### src/rtl/fractal_sync_pkg.sv
// fractal_sync_pkg: shared response type, slot update kinds and group-size popcount
package fractal_sync_pkg;
  typedef struct packed {
    logic valid;
    logic done;
    logic ovf;
    logic id_err;
    logic merged;
  } resp_t;
  typedef enum logic [1:0] {PEND, DONE, OVF} upd_e;
  function automatic int unsigned popcount(input logic [31:0] v);
    popcount = 0;
    for (int i = 0; i < 32; i++) popcount += 32'(v[i]);
  endfunction
endpackage

### src/rtl/fractal_sync_port_merge.sv
// fractal_sync_port_merge: id validation and same-id grouping of request ports
module fractal_sync_port_merge
  import fractal_sync_pkg::*;
#(
  parameter int N_REGS    = 4,
  parameter int ID_WIDTH  = 2,
  parameter int N_PORTS   = 2,
  parameter int CNT_WIDTH = 3
) (
  input  logic [N_PORTS-1:0]                req_i,
  input  logic [N_PORTS-1:0][ID_WIDTH-1:0]  id_i,
  output logic [N_PORTS-1:0]                valid_o,
  output logic [N_PORTS-1:0]                id_err_o,
  output logic [N_PORTS-1:0]                leader_o,
  output logic [N_PORTS-1:0]                merged_o,
  output logic [N_PORTS-1:0][CNT_WIDTH-1:0] inc_o
);
  localparam logic [ID_WIDTH:0] NR = (ID_WIDTH+1)'(N_REGS);
  logic [N_PORTS-1:0][N_PORTS-1:0] grp;
  for (genvar p = 0; p < N_PORTS; p++) begin : g_port
    localparam logic [N_PORTS-1:0] LOW = (N_PORTS'(1) << p) - N_PORTS'(1);
    assign valid_o[p]  = req_i[p] && ({1'b0, id_i[p]} < NR);
    assign id_err_o[p] = req_i[p] && !valid_o[p];
    for (genvar q = 0; q < N_PORTS; q++) begin : g_peer
      assign grp[p][q] = valid_o[q] && (id_i[q] == id_i[p]);
    end
    // a port leads its group when no lower-index port shares its id
    assign leader_o[p] = valid_o[p] && ((grp[p] & LOW) == '0);
    assign merged_o[p] = valid_o[p] && !leader_o[p];
    assign inc_o[p]    = valid_o[p] ? CNT_WIDTH'(popcount(32'(grp[p]))) : '0;
  end
endmodule

### src/rtl/fractal_sync_cnt_local_rf.sv
// fractal_sync_cnt_local_rf: multi-port counting barrier register file
module fractal_sync_cnt_local_rf
  import fractal_sync_pkg::*;
#(
  parameter int N_REGS      = 4,
  parameter int ID_WIDTH    = 2,
  parameter int N_PORTS     = 2,
  parameter int CNT_WIDTH   = 3,
  parameter int DEFAULT_THR = 2
) (
  input  logic                             clk_i,
  input  logic                             rst_i,
  input  logic [N_PORTS-1:0]               req_i,
  input  logic [N_PORTS-1:0][ID_WIDTH-1:0] id_i,
  output logic [N_PORTS-1:0]               resp_valid_o,
  output logic [N_PORTS-1:0]               resp_done_o,
  output logic [N_PORTS-1:0]               resp_ovf_o,
  output logic [N_PORTS-1:0]               resp_id_err_o,
  output logic [N_PORTS-1:0]               resp_merged_o,
  input  logic                             cfg_we_i,
  input  logic [ID_WIDTH-1:0]              cfg_idx_i,
  input  logic [CNT_WIDTH-1:0]             cfg_thr_i,
  output logic                             cfg_err_o,
  output logic [N_REGS-1:0]                pending_o
);
  logic [N_PORTS-1:0]                valid, id_err, leader, merged;
  logic [N_PORTS-1:0][CNT_WIDTH-1:0] inc;
  logic [N_REGS-1:0][CNT_WIDTH-1:0]  cnt, thr, slot_inc;
  logic [N_REGS-1:0][CNT_WIDTH:0]    sum;
  logic [N_REGS-1:0]                 hit;
  upd_e                              upd [N_REGS];
  resp_t                             resp_d [N_PORTS];
  resp_t                             resp_q [N_PORTS];
  logic                              cfg_ok;
  fractal_sync_port_merge #(
    .N_REGS(N_REGS), .ID_WIDTH(ID_WIDTH), .N_PORTS(N_PORTS), .CNT_WIDTH(CNT_WIDTH)
  ) u_merge (
    .req_i(req_i), .id_i(id_i), .valid_o(valid), .id_err_o(id_err),
    .leader_o(leader), .merged_o(merged), .inc_o(inc)
  );
  always_comb begin
    hit      = '0;
    slot_inc = '0;
    for (int s = 0; s < N_REGS; s++)
      for (int p = 0; p < N_PORTS; p++)
        if (leader[p] && id_i[p] == ID_WIDTH'(s)) begin
          hit[s]      = 1'b1;
          slot_inc[s] = inc[p];
        end
  end
  for (genvar s = 0; s < N_REGS; s++) begin : g_slot
    assign sum[s]       = {1'b0, cnt[s]} + {1'b0, slot_inc[s]};
    assign upd[s]       = sum[s] < {1'b0, thr[s]} ? PEND : sum[s] == {1'b0, thr[s]} ? DONE : OVF;
    assign pending_o[s] = |cnt[s];
  end
  always_comb begin
    for (int p = 0; p < N_PORTS; p++) begin
      resp_d[p] = '{valid: req_i[p], done: 1'b0, ovf: 1'b0, id_err: id_err[p], merged: merged[p]};
      for (int s = 0; s < N_REGS; s++)
        if (valid[p] && id_i[p] == ID_WIDTH'(s)) begin
          resp_d[p].done = upd[s] != PEND;
          resp_d[p].ovf  = upd[s] == OVF;
        end
    end
  end
  // a write is only safe on an idle slot that no port touches this cycle
  always_comb begin
    cfg_ok = 1'b0;
    for (int s = 0; s < N_REGS; s++)
      if (cfg_idx_i == ID_WIDTH'(s)) cfg_ok = cfg_thr_i != '0 && cnt[s] == '0 && !hit[s];
  end
  always_ff @(posedge clk_i or posedge rst_i) begin
    if (rst_i) begin
      cnt       <= '0;
      cfg_err_o <= 1'b0;
      for (int s = 0; s < N_REGS; s++) thr[s] <= CNT_WIDTH'(DEFAULT_THR);
      for (int p = 0; p < N_PORTS; p++) resp_q[p] <= '0;
    end else begin
      for (int s = 0; s < N_REGS; s++) begin
        if (hit[s]) cnt[s] <= upd[s] == PEND ? sum[s][CNT_WIDTH-1:0] : '0;
        if (cfg_we_i && cfg_ok && cfg_idx_i == ID_WIDTH'(s)) thr[s] <= cfg_thr_i;
      end
      for (int p = 0; p < N_PORTS; p++) resp_q[p] <= resp_d[p];
      cfg_err_o <= cfg_we_i && !cfg_ok;
    end
  end
  for (genvar p = 0; p < N_PORTS; p++) begin : g_out
    assign resp_valid_o[p]  = resp_q[p].valid;
    assign resp_done_o[p]   = resp_q[p].done;
    assign resp_ovf_o[p]    = resp_q[p].ovf;
    assign resp_id_err_o[p] = resp_q[p].id_err;
    assign resp_merged_o[p] = resp_q[p].merged;
  end
endmodule

### config.mk
export PLATFORM = sky130hd
export DESIGN_NAME = fractal_sync_cnt_local_rf
export DESIGN_NICKNAME = d
export VERILOG_FILES = /design/src/rtl/fractal_sync_pkg.sv /design/src/rtl/fractal_sync_port_merge.sv /design/src/rtl/fractal_sync_cnt_local_rf.sv
export SDC_FILE = /design/constraint.sdc
export NUM_CORES = 1
export LEC_CHECK = 0
export ABC_AREA = 0
export BUFFER_PORTS_ARGS = -buffer_cell sky130_fd_sc_hd__buf_2
export CAP_MARGIN = 20
export CORE_MARGIN = 2
export CORE_UTILIZATION = 25
export CTS_CLUSTER_DIAMETER = 150
export DETAILED_ROUTE_END_ITERATION = 8
export SLEW_MARGIN = 20
export SYNTH_ARGS = -nofsm -noshare
export SYNTH_HDL_FRONTEND = slang
export SYNTH_SLANG_ARGS = --single-unit
export TNS_END_PERCENT = 20
### constraint.sdc
create_clock -name clk_i -period 2.4 [get_ports clk_i]
set_input_delay 0 -clock clk_i [delete_from_list [all_inputs] [get_ports clk_i]]
set_output_delay 0 -clock clk_i [all_outputs]
set_load 0.02 [all_outputs]
==> flow_summary.yaml <==
run_status:
  status: "finished, violations left"
  violations: "setup timing"
routing:
  routed.top_layer: "met4"
  ant_nets: 0
  met1_length_um: 2740
  remaining_drc_errors: 0
  routed_wl_um: 5910
  vias: 1919
  wl_per_cell_um: 14.1
  drtPass1Iterations: 4
  wl_met3_um: 194
  drt_iter0_markers: 93
  wl_met2_um: 2870
  via_per_inst: 4.58
global_route:
  grt_overflow: 0
  grt_antenna_before_repair: 0
  first_global_vias: 1952
  grt_max_degree: 33
  grt_usage: 0.127
  grt_pass1_wl_um: 9840
logic_synthesis:
  synth.most_common_cell: "inv_1"
  postSynthCellCount: 237
  yosysWarnings: 0
  ys_seq_area_frac: 0.356
  ys_types: 43
  synth_area_sq_um: 2260
  ys_async_sr_fraction: 1.00
  synth_edf_count: 0
  synth_common_cells: "37 x inv_1, 28 x dfrtp_1, 20 x ha_1"
  synthTopCellsByArea: "dfrtp_1 31%, ha_1 11%, inv_1 6.1%"
  synth_top_area_share: 0.310
  synth_area_per_cell_sq_um: 9.55
  yosys_most_used_dff: "dfrtp_1"
  yosysTopAreaCell: "dfrtp_1"
  synth-seq-cells: 32
sta:
  hold_violations: 0
  fmax_mhz: 406
  period_needed_ps: 2460
  setup_ws_ps: -62.6
  grt_setup_unrepaired: "true"
  maxSlewViolCount: 0
  setup_viol: 1
  post-route-period-util: 1.03
  skew_ps: 4.41
clocking:
  clock_latency_ps: 280
  cts_tree: "built"
  cts-htree-levels: 2
  cts_made_buffers: 5
  cts_root_buffer: "clkbuf_8"
  clk_path_buf_depth: 2
  cts_num_sinks: 32
  clk_pin_slew_ps: 70
run:
  cap_violations: 0
floorplanning:
  rows: 34
  die-area_sq_um: 9830
  die_w_um: 99.1
  core-area_sq_um: 8760
  io_pins: 29
  initial_core_util: 0.258
  die_y_um: 99.1
pwr:
  p_leak_uw: 0.00150
  vdd_ir_drop_max_uv: 377
  p_per_area_nw_per_um2: 1050
final_layout:
  multiInputGateArea_sq_um: 1430
  syn_to_final_growth_pct: 36.6
  seqCellArea_sq_um: 806
  nets: 348
  antennaDiodeCount: 0
  postLayoutCoreUtil: 0.353
  drive_gt1_frac: 0.389
  fillers: 884
placed_design:
  io_buffers: 25
  dp_hpwl_um: 4660
  place_ws_ps: -394
  place.gp.congestion: 0.847
hold_path:
  hold_class: "input pin to register"
setup_path:
  crit_chain: "ha_2, inv_2, fa_2, xnor2_2, ha_1, a21oi_2, o211ai_1, mux4_2, and2_1"
  arrival_ps: 2640
  slowest_delay_ps: 470
  worstSetupPathType: "register to register"
  critPathMaxFanout: 3
  start_kind: "register"
  critical_path_required_ps: 2580
  endpoint_kind: "register"
  cpMaxStageDelayCell: "mux4_2"
==> cell type report <==
cell class / instances / share of cell area
Clock buffer: 6 / 0.0267
Clock inverter: 2 / 0.00324
Tap cell: 108 / 0.0437
Timing Repair Buffer: 73 / 0.160
Inverter: 37 / 0.0449
Sequential cell: 32 / 0.261
Multi-Input combinational cell: 161 / 0.461
==> sequential cells by signal (all words and copies together) (netlist names) <==
register       cells
cnt               12
thr               12
resp_done_o        2
resp_ovf_o         2
resp_valid_o       2
cfg_err_o          1
resp_merged_o      1
==> per-layer routing <==
layer | GRT usage | up-vias
li1 | - | 959
met2 | 0.218 | 34
met1 | 0.162 | 917
met4 | 0.0358 | 0
met3 | 0.0253 | 9
met5 | 0 | -
==> layout by cell type, fill, tap and decap left out, types with 4 or more instances in the layout <==
cell,count
a21oi_2,4
o21ai_0,4
mux2_1,9
and2_1,5
o211ai_1,5
o31ai_1,7
ha_1,16
a21oi_1,6
nand2_1,12
fa_2,4
dfstp_2,4
nor2_1,13
dfrtp_1,28
inv_1,35
buf_4,45
buf_2,25
nand2b_1,6
nand3b_1,8
clkbuf_8,6
xnor2_2,6
==> worst paths after layout <==
check	start	endpoint	slack [ps]	cells past startpoint
worst min register to register	thr[2]	thr[2]	500	1
worst max-delay path	cnt[9]	resp_done_o[0]	-60	9
worst min-delay path	cfg_thr_i[1]	thr[7]	30	2
max in group asynchronous	rst_i	thr[10]	1710	4
worst max register to register	cnt[9]	resp_done_o[0]	-60	9
min in group asynchronous	rst_i	cnt[7]	350	4
==> where the power goes <==
part	internal, uW	switching, uW
Sequential	762	121
Combinational	947	969
Clock	229	210
==> through the flow <==
step	hold slack [ps]	cells	area, sq um	total power [uW]	setup TNS (ps)
CTS	22.5	418	3060	3220	-51.6
global placement	117	403	2850	2630	-2540
finish	27.8	419	3090	3240	-62.6
global route	23.0	419	3090	3500	-405
floorplan	31.4	239	2380	1940	-194
detailed placement	121	403	2850	2660	-2920
==> worst max-delay path: cells and delay by family (launching register included) <==
| family | cells | cell delay [ps] |
|---|---|---|
| buffers and inverters | 1 | 40 |
| XOR/XNOR | 1 | 150 |
| AND/OR/NAND/NOR | 1 | 140 |
| AO/OA/AOI/OAI | 2 | 320 |
| multiplexers | 1 | 470 |
| adder cells (fa/ha/maj) | 3 | 870 |
| flip-flops | 1 | 360 |
==> cell families (layout without fill, tap and decap cells) <==
family	after synthesis	in the layout	share of synthesized area
other	1	3	0.00166
muxes	13	13	0.0747
buffers and inverters	46	118	0.0841
and+or+nand+nor	66	66	0.163
xor gates and xnor gates	9	9	0.0348
adders and majority gates	24	24	0.146
DFF	32	32	0.356
AOI/OAI and AO/OA	46	46	0.140
==> repair_timing <==
| action | 4_1_cts | 5_1_grt |
|---|---|---|
| hold endpoints to repair | 30 | 0 |
| hold buffers | 3 | 0 |
| resized for setup | 10 | 9 |
| pin swaps | 13 | 3 |
| setup endpoints to repair | 6 | 11 |
| setup buffers | 4 | 1 |
(Power assumes the default switching activity.)
